**src/rtl/regfile_scoreboard_if.sv**
```systemverilog
// Bundles the writeback, read, issue and flush signals of the register file
// scoreboard. The master side is the pipeline (decode/writeback) and the
// slave side is the register file itself.
interface regfile_scoreboard_if #(
  parameter int DATA_W = 32,
  parameter int ADDR_W = 5,
  parameter int NUM_RD = 2
);
  // Writeback port
  logic                     wen;
  logic [ADDR_W-1:0]        w_addr;
  logic [DATA_W-1:0]        w_data;

  // Read ports, packed side by side (port k at [k*W +: W])
  logic [NUM_RD*ADDR_W-1:0] rd_addr;
  logic [NUM_RD*DATA_W-1:0] rd_data;
  logic [NUM_RD-1:0]        rd_busy;

  // Decode issue and pipeline squash
  logic                     iss_vld;
  logic [ADDR_W-1:0]        iss_addr;
  logic                     flush;

  // Number of registers with an outstanding producer
  logic [ADDR_W:0]          busy_cnt;

  modport master (
    output wen, w_addr, w_data, rd_addr, iss_vld, iss_addr, flush,
    input  rd_data, rd_busy, busy_cnt
  );

  modport slave (
    input  wen, w_addr, w_data, rd_addr, iss_vld, iss_addr, flush,
    output rd_data, rd_busy, busy_cnt
  );
endinterface

```
**src/rtl/regfile_scoreboard.sv**
```systemverilog
// Parametrised register file with same-cycle write-to-read bypass, a
// per-register pending-write (busy) scoreboard, a flush path that squashes
// all pending producers, and an incrementally maintained busy count.
module regfile_scoreboard #(
  parameter int DATA_W   = 32,
  parameter int ADDR_W   = 5,
  parameter int NUM_RD   = 2,
  parameter int ZERO_REG = 1
) (
  input  logic                 clk,
  input  logic                 rst,
  regfile_scoreboard_if.slave  bus
);
  localparam int NREG = 2 ** ADDR_W;

  // Register storage. Kept in flops because every entry must clear on the
  // asynchronous reset.
  logic [DATA_W-1:0] regs_reg [NREG];

  // Scoreboard state
  logic [NREG-1:0]   busy_reg;
  logic [NREG-1:0]   busy_next;
  logic [ADDR_W:0]   busy_cnt_reg;
  logic [ADDR_W:0]   busy_cnt_next;

  // Qualified write/issue strobes: register 0 is hard-wired when ZERO_REG=1,
  // and a flush swallows any issue in the same cycle.
  logic w_ok;
  logic iss_ok;
  logic set_new;
  logic clr_old;

  assign w_ok   = bus.wen &&
                  !((ZERO_REG != 0) && (bus.w_addr == '0));
  assign iss_ok = bus.iss_vld && !bus.flush &&
                  !((ZERO_REG != 0) && (bus.iss_addr == '0));

  // Register array update from the writeback port
  always_ff @(posedge clk or posedge rst) begin
    if (rst) begin
      for (int i = 0; i < NREG; i++) begin
        regs_reg[i] <= '0;
      end
    end else if (w_ok) begin
      regs_reg[bus.w_addr] <= bus.w_data;
    end
  end

  // Per-register busy next state: flush, then issue (set), then writeback
  // (clear), else hold. Set beats clear because a newer producer supersedes
  // the one completing now.
  genvar gi;
  generate
    for (gi = 0; gi < NREG; gi++) begin : g_busy
      localparam logic [ADDR_W-1:0] IDX = ADDR_W'(gi);
      if ((ZERO_REG != 0) && (gi == 0)) begin : g_zero
        assign busy_next[gi] = 1'b0;
      end else begin : g_bit
        assign busy_next[gi] =
          bus.flush                             ? 1'b0 :
          (iss_ok && (bus.iss_addr == IDX))     ? 1'b1 :
          (bus.wen && (bus.w_addr == IDX))      ? 1'b0 :
                                                  busy_reg[gi];
      end
    end
  endgenerate

  // At most one bit can rise (the issue target) and one can fall (the
  // writeback target) per cycle, so the count moves by -1, 0 or +1.
  assign set_new = iss_ok && !busy_reg[bus.iss_addr];
  assign clr_old = bus.wen && busy_reg[bus.w_addr] &&
                   !(iss_ok && (bus.iss_addr == bus.w_addr));

  // Next busy count: cleared by flush, otherwise adjusted by transitions
  always_comb begin
    busy_cnt_next = busy_cnt_reg;
    if (bus.flush) begin
      busy_cnt_next = '0;
    end else begin
      if (set_new) begin
        busy_cnt_next = busy_cnt_next + (ADDR_W + 1)'(1);
      end
      if (clr_old) begin
        busy_cnt_next = busy_cnt_next - (ADDR_W + 1)'(1);
      end
    end
  end

  // Scoreboard and count registers
  always_ff @(posedge clk or posedge rst) begin
    if (rst) begin
      busy_reg     <= '0;
      busy_cnt_reg <= '0;
    end else begin
      busy_reg     <= busy_next;
      busy_cnt_reg <= busy_cnt_next;
    end
  end

  assign bus.busy_cnt = busy_cnt_reg;

  // Combinational read ports. A write landing this cycle is forwarded and
  // its producer is no longer reported busy, so the consumer need not stall.
  generate
    for (gi = 0; gi < NUM_RD; gi++) begin : g_rd
      logic [ADDR_W-1:0] ra;
      logic              zero_hit;
      logic              byp_hit;

      assign ra       = bus.rd_addr[gi*ADDR_W +: ADDR_W];
      assign zero_hit = (ZERO_REG != 0) && (ra == '0);
      assign byp_hit  = bus.wen && (bus.w_addr == ra);

      assign bus.rd_data[gi*DATA_W +: DATA_W] =
        (rst || zero_hit) ? '0 :
        byp_hit           ? bus.w_data :
                            regs_reg[ra];

      assign bus.rd_busy[gi] = !rst && !zero_hit && busy_reg[ra] && !byp_hit;
    end
  endgenerate

endmodule
```
**src/flat_wrapper.sv**
```systemverilog
// flat-port wrapper written by rule: the top's interface ports become plain ports
module regfile_scoreboard_flat 
#(
  parameter int DATA_W   = 32,
  parameter int ADDR_W   = 5,
  parameter int NUM_RD   = 2,
  parameter int ZERO_REG = 1
)
  (clk, rst, bus_wen, bus_w_addr, bus_w_data, bus_rd_addr, bus_iss_vld, bus_iss_addr, bus_flush, bus_rd_data, bus_rd_busy, bus_busy_cnt);
  regfile_scoreboard_if #(.DATA_W(DATA_W), .ADDR_W(ADDR_W), .NUM_RD(NUM_RD)) bus_i ();
  input  logic clk;
  input  logic rst;
  input wire logic [$bits(bus_i.wen)-1:0] bus_wen;
  input wire logic [$bits(bus_i.w_addr)-1:0] bus_w_addr;
  input wire logic [$bits(bus_i.w_data)-1:0] bus_w_data;
  input wire logic [$bits(bus_i.rd_addr)-1:0] bus_rd_addr;
  input wire logic [$bits(bus_i.iss_vld)-1:0] bus_iss_vld;
  input wire logic [$bits(bus_i.iss_addr)-1:0] bus_iss_addr;
  input wire logic [$bits(bus_i.flush)-1:0] bus_flush;
  output wire logic [$bits(bus_i.rd_data)-1:0] bus_rd_data;
  output wire logic [$bits(bus_i.rd_busy)-1:0] bus_rd_busy;
  output wire logic [$bits(bus_i.busy_cnt)-1:0] bus_busy_cnt;
  assign bus_i.wen = bus_wen;
  assign bus_i.w_addr = bus_w_addr;
  assign bus_i.w_data = bus_w_data;
  assign bus_i.rd_addr = bus_rd_addr;
  assign bus_i.iss_vld = bus_iss_vld;
  assign bus_i.iss_addr = bus_iss_addr;
  assign bus_i.flush = bus_flush;
  assign bus_rd_data = bus_i.rd_data;
  assign bus_rd_busy = bus_i.rd_busy;
  assign bus_busy_cnt = bus_i.busy_cnt;
  regfile_scoreboard #(.DATA_W(DATA_W), .ADDR_W(ADDR_W), .NUM_RD(NUM_RD), .ZERO_REG(ZERO_REG)) u_core (.clk(clk), .rst(rst), .bus(bus_i));
endmodule
```
**config.mk**
```make
export PLATFORM = sky130hd
export DESIGN_NAME = regfile_scoreboard_flat
export DESIGN_NICKNAME = d
export VERILOG_FILES = /design/src/rtl/regfile_scoreboard_if.sv /design/src/rtl/regfile_scoreboard.sv /design/src/flat_wrapper.sv
export SDC_FILE = /design/constraint.sdc
export NUM_CORES = 2
export LEC_CHECK = 0
export CAP_MARGIN = 20
export CELL_PAD_IN_SITES_DETAIL_PLACEMENT = 0
export CELL_PAD_IN_SITES_GLOBAL_PLACEMENT = 1
export CORE_MARGIN = 1
export CORE_UTILIZATION = 53
export CTS_CLUSTER_DIAMETER = 30
export DETAILED_ROUTE_END_ITERATION = 12
export PLACE_DENSITY_LB_ADDON = 0.3
export SLEW_MARGIN = 20
export SYNTH_ARGS = -nofsm -noshare
export SYNTH_HDL_FRONTEND = slang
export SYNTH_SLANG_ARGS = --single-unit
```
**constraint.sdc**
```tcl
create_clock -name clk -period 53.4 [get_ports clk]
set_clock_uncertainty 0.2 [all_clocks]
set_input_delay 10.68 -clock clk [delete_from_list [all_inputs] [get_ports clk]]
set_output_delay 10.68 -clock clk [all_outputs]
set_load 0.05 [all_outputs]
```
==> impl_metrics.env <==
export IMPL_hold_depth=0
export IMPL_powerDensity_nw_per_um2=44.1
export IMPL_endpoint_kind="output port"
export IMPL_coreArea_um2=109000
export IMPL_yosys_register_bits=1061
export IMPL_drt_iter0_drc=3863
export IMPL_final_common_cell="mux2_2"
export IMPL_synthCells=4593
export IMPL_setup_viol=0
export IMPL_post_cts_setup_buffers=0
export IMPL_cp_start_kind="input port"
export IMPL_cp_data_required_time_ns=42.52
export IMPL_cts_sinks=1061
export IMPL_crit_type="in -> out"
export IMPL_worstMarginPinSlew_ns=1.15
export IMPL_antenna_left=0
export IMPL_ir_worst_vdd_mv=0.0353
export IMPL_num_vias=42327
export IMPL_dp_hpwl_um=98600
export IMPL_slowest_stage="clkdlybuf4s50_1"
export IMPL_synth_nets=4652
export IMPL_cts_htree_levels=4
export IMPL_nets=4627
export IMPL_fin_ws_ns=26.76
export IMPL_avgSynthCellArea_um2=12.8
export IMPL_drive_above_1_share_pct=42.0
export IMPL_cp_depth=11
export IMPL_antenna_found_initial=3
export IMPL_use_met3_pct=6.70
export IMPL_remaining_drc_errors=0
export IMPL_rr_worst_depth=9
export IMPL_grt_met1_usage_pct=46.9
export IMPL_ctsHoldBuffers=0
export IMPL_finalHoldViolations=0
export IMPL_fp_dieH_um=335
export IMPL_max_stage_delay_ns=0.86
export IMPL_fin_crit_ns=26.64
export IMPL_rows=121
export IMPL_num_fill_cells=8243
export IMPL_final_cell_mix="mux2_2 (1126), dfrtp_1 (1061), mux2i_1 (401), mux4_2 (274), clkbuf_16 (239)"
export IMPL_pre_cts_ws_ns=26.80
export IMPL_wirelength_um=189000
export IMPL_syn_to_final_growth_pct=18.5
export IMPL_min_path_type="reg -> reg"
export IMPL_multi_input_area_um2=30500
export IMPL_async_reset_ff_share_pct=100
export IMPL_grt_usage_pct=34.1
export IMPL_grt_pass1_vias=43492
export IMPL_drv_cap=0
export IMPL_wl_per_cell_um=30.3
export IMPL_largest_reg_flops=1024
export IMPL_min_period_over_period_pct=49.9
export IMPL_dr_pass1_iters=5
export IMPL_clkLatencyLatePin_ns=0.81
export IMPL_slew_headroom_pct=23.3
export IMPL_cts_tree="done"
export IMPL_cp_max_fo=118
export IMPL_grt_overflow=0
export IMPL_ys_seq_area_share_pct=45.2
export IMPL_drv_slew=0
export IMPL_dieArea_um2=112000
export IMPL_cts_buffers=237
export IMPL_grt_first_pass_wirelength_um=284000
export IMPL_worst_ep_arrival_time_ns=15.76
export IMPL_final_seq_area_um2=26600
export IMPL_clk_pin_slew_worst_paths_ns=0.04
export IMPL_fin_setup_tns_ns=0
export IMPL_status="completed"
export IMPL_io_pins=129
export IMPL_synth_edf_count=0
export IMPL_power_w=0.00307
export IMPL_crit_family="buffers and inverters"
export IMPL_crit_chain="buf_8 -> buf_4 -> buf_4 -> buf_12 -> mux2i_1 -> a221oi_1 -> nor2_1 -> o21ai_0 -> o211ai_1 -> a21oi_1 -> clkdlybuf4s50_1"
export IMPL_total_leakage_power_nw=30.2
export IMPL_grtUsageMet2_pct=52.7
export IMPL_cts_max_path_buffers=3
export IMPL_max_freq_mhz=37.5
export IMPL_start_util_pct=53.7
export IMPL_numPortBuffers=128
export IMPL_busiest_layer="met2"
export IMPL_crit_buf_inv=5
export IMPL_ys_warn_count=0
export IMPL_crit_path_frequent_cell="buf_4"
export IMPL_grt_max_degree=181
export IMPL_syn_area_um2=58700
export IMPL_viasPerCell=6.77
export IMPL_ys_types=55
export IMPL_cts_root_buf="clkbuf_16"
export IMPL_ff2ff_setup_slack_ns=49.86
export IMPL_ctsResizeCount=0
export IMPL_die_w_um=335
export IMPL_gp_congestion=0.840
export IMPL_ys_flop_type="dfrtp_1"
export IMPL_rsz0062_at_grt="no"
## worst reg2reg max path: cells and delay by family, from the launching register on
| kind | cells | cell delay (ns) |
|---|---|---|
| AOI/OAI and AO/OA | 1 | 0.22 |
| DFF | 1 | 0.46 |
| xor gates and xnor gates | 1 | 0.24 |
| muxes | 3 | 1.42 |
| and+or+nand+nor | 3 | 0.66 |
| adders and majority gates | 1 | 0.19 |
## through the flow
stage          utilization [%]  std cells  hold WS, ns  cell area (µm²)
5_1_grt                   63.6       6252        0.208            69500
4_1_cts                   63.7       6252        0.197            69600
3_3_place_gp              55.9       5805        0.185            61100
2_1_floorplan                -       4593        0.249            58700
3_5_place_dp              55.9       5805        0.188            61100
6_report                  63.6       6253        0.197            69500
## power by group
group          internal, W  total [W]  switching (W)  leakage (nW)
Clock              0.00102    0.00152       0.000496          4.09
Sequential        0.000955    0.00106       0.000110          13.6
Combinational     0.000266   0.000485       0.000220          12.5
## Yosys cell counts (2+ instances only)
master	n	area (µm²)
mux2_2	1126	12700
dfrtp_1	1061	26600
mux2i_1	401	4010
clkbuf_1	378	1420
mux4_2	274	6170
o21ai_0	215	1080
a21oi_1	208	1040
nor2_1	150	563
a221oi_1	126	1100
a22oi_1	126	946
o211ai_1	125	938
buf_1	105	394
nand2_1	98	368
nand3_1	32	160
inv_1	21	78.8
o32ai_1	14	123
nand2b_1	12	75.1
nor3_1	12	60.1
buf_2	11	55.1
and3_1	9	56.3
xor2_1	9	78.8
xnor2_1	8	70.1
nor2b_1	7	43.8
nor4_1	6	37.5
o221ai_1	6	52.6
o22ai_1	6	37.5
mux4_1	5	131
nor3b_1	5	37.5
or2_2	4	25.0
a211oi_1	2	15.0
and2_1	2	12.5
ha_1	2	25.0
o2111a_1	2	22.5
o21bai_1	2	15.0
o41ai_1	2	17.5
or3_1	2	12.5
## logic make-up after synthesis
logic type                 after synthesis  share of synthesized area (%)
adders and majority gates                2                         0.0426
buffers and inverters                  517                           3.34
AOI/OAI and AO/OA                      842                           9.30
muxes                                 1806                           39.2
xor gates and xnor gates                17                          0.254
DFF                                   1061                           45.2
and+or+nand+nor                        348                           2.64
## path summary, 6_finish.rpt
check	from	to
setup / recovery	bus_rd_addr[0]	bus_rd_data[22]
hold / removal	u_core.regs_reg[1013]	u_core.regs_reg[1013]
setup reg to reg	u_core.busy_reg[26]	u_core.bus.busy_cnt[4]
hold reg to reg	u_core.regs_reg[1013]	u_core.regs_reg[1013]
max in group asynchronous	rst	u_core.regs_reg[395]
min in group asynchronous	rst	u_core.busy_reg[19]
## metal layers
layer | up-vias | wire, µm
met1 | 22255 | 78500
met5 | - | 0
li1 | 17571 | -
met2 | 2003 | 87100
met3 | 498 | 15500
met4 | 0 | 8210
## final cells by class
class | count | share of cell area [%]
antenna | 1 | 0.00360
clock buffer | 291 | 9.32
clock inverter | 156 | 2.92
inverter | 22 | 0.130
multi-input combinational | 3015 | 43.8
sequential | 1061 | 38.2
tap | 1476 | 2.66
timing repair buffer | 231 | 2.95
Power figures use the tool's default switching activity.
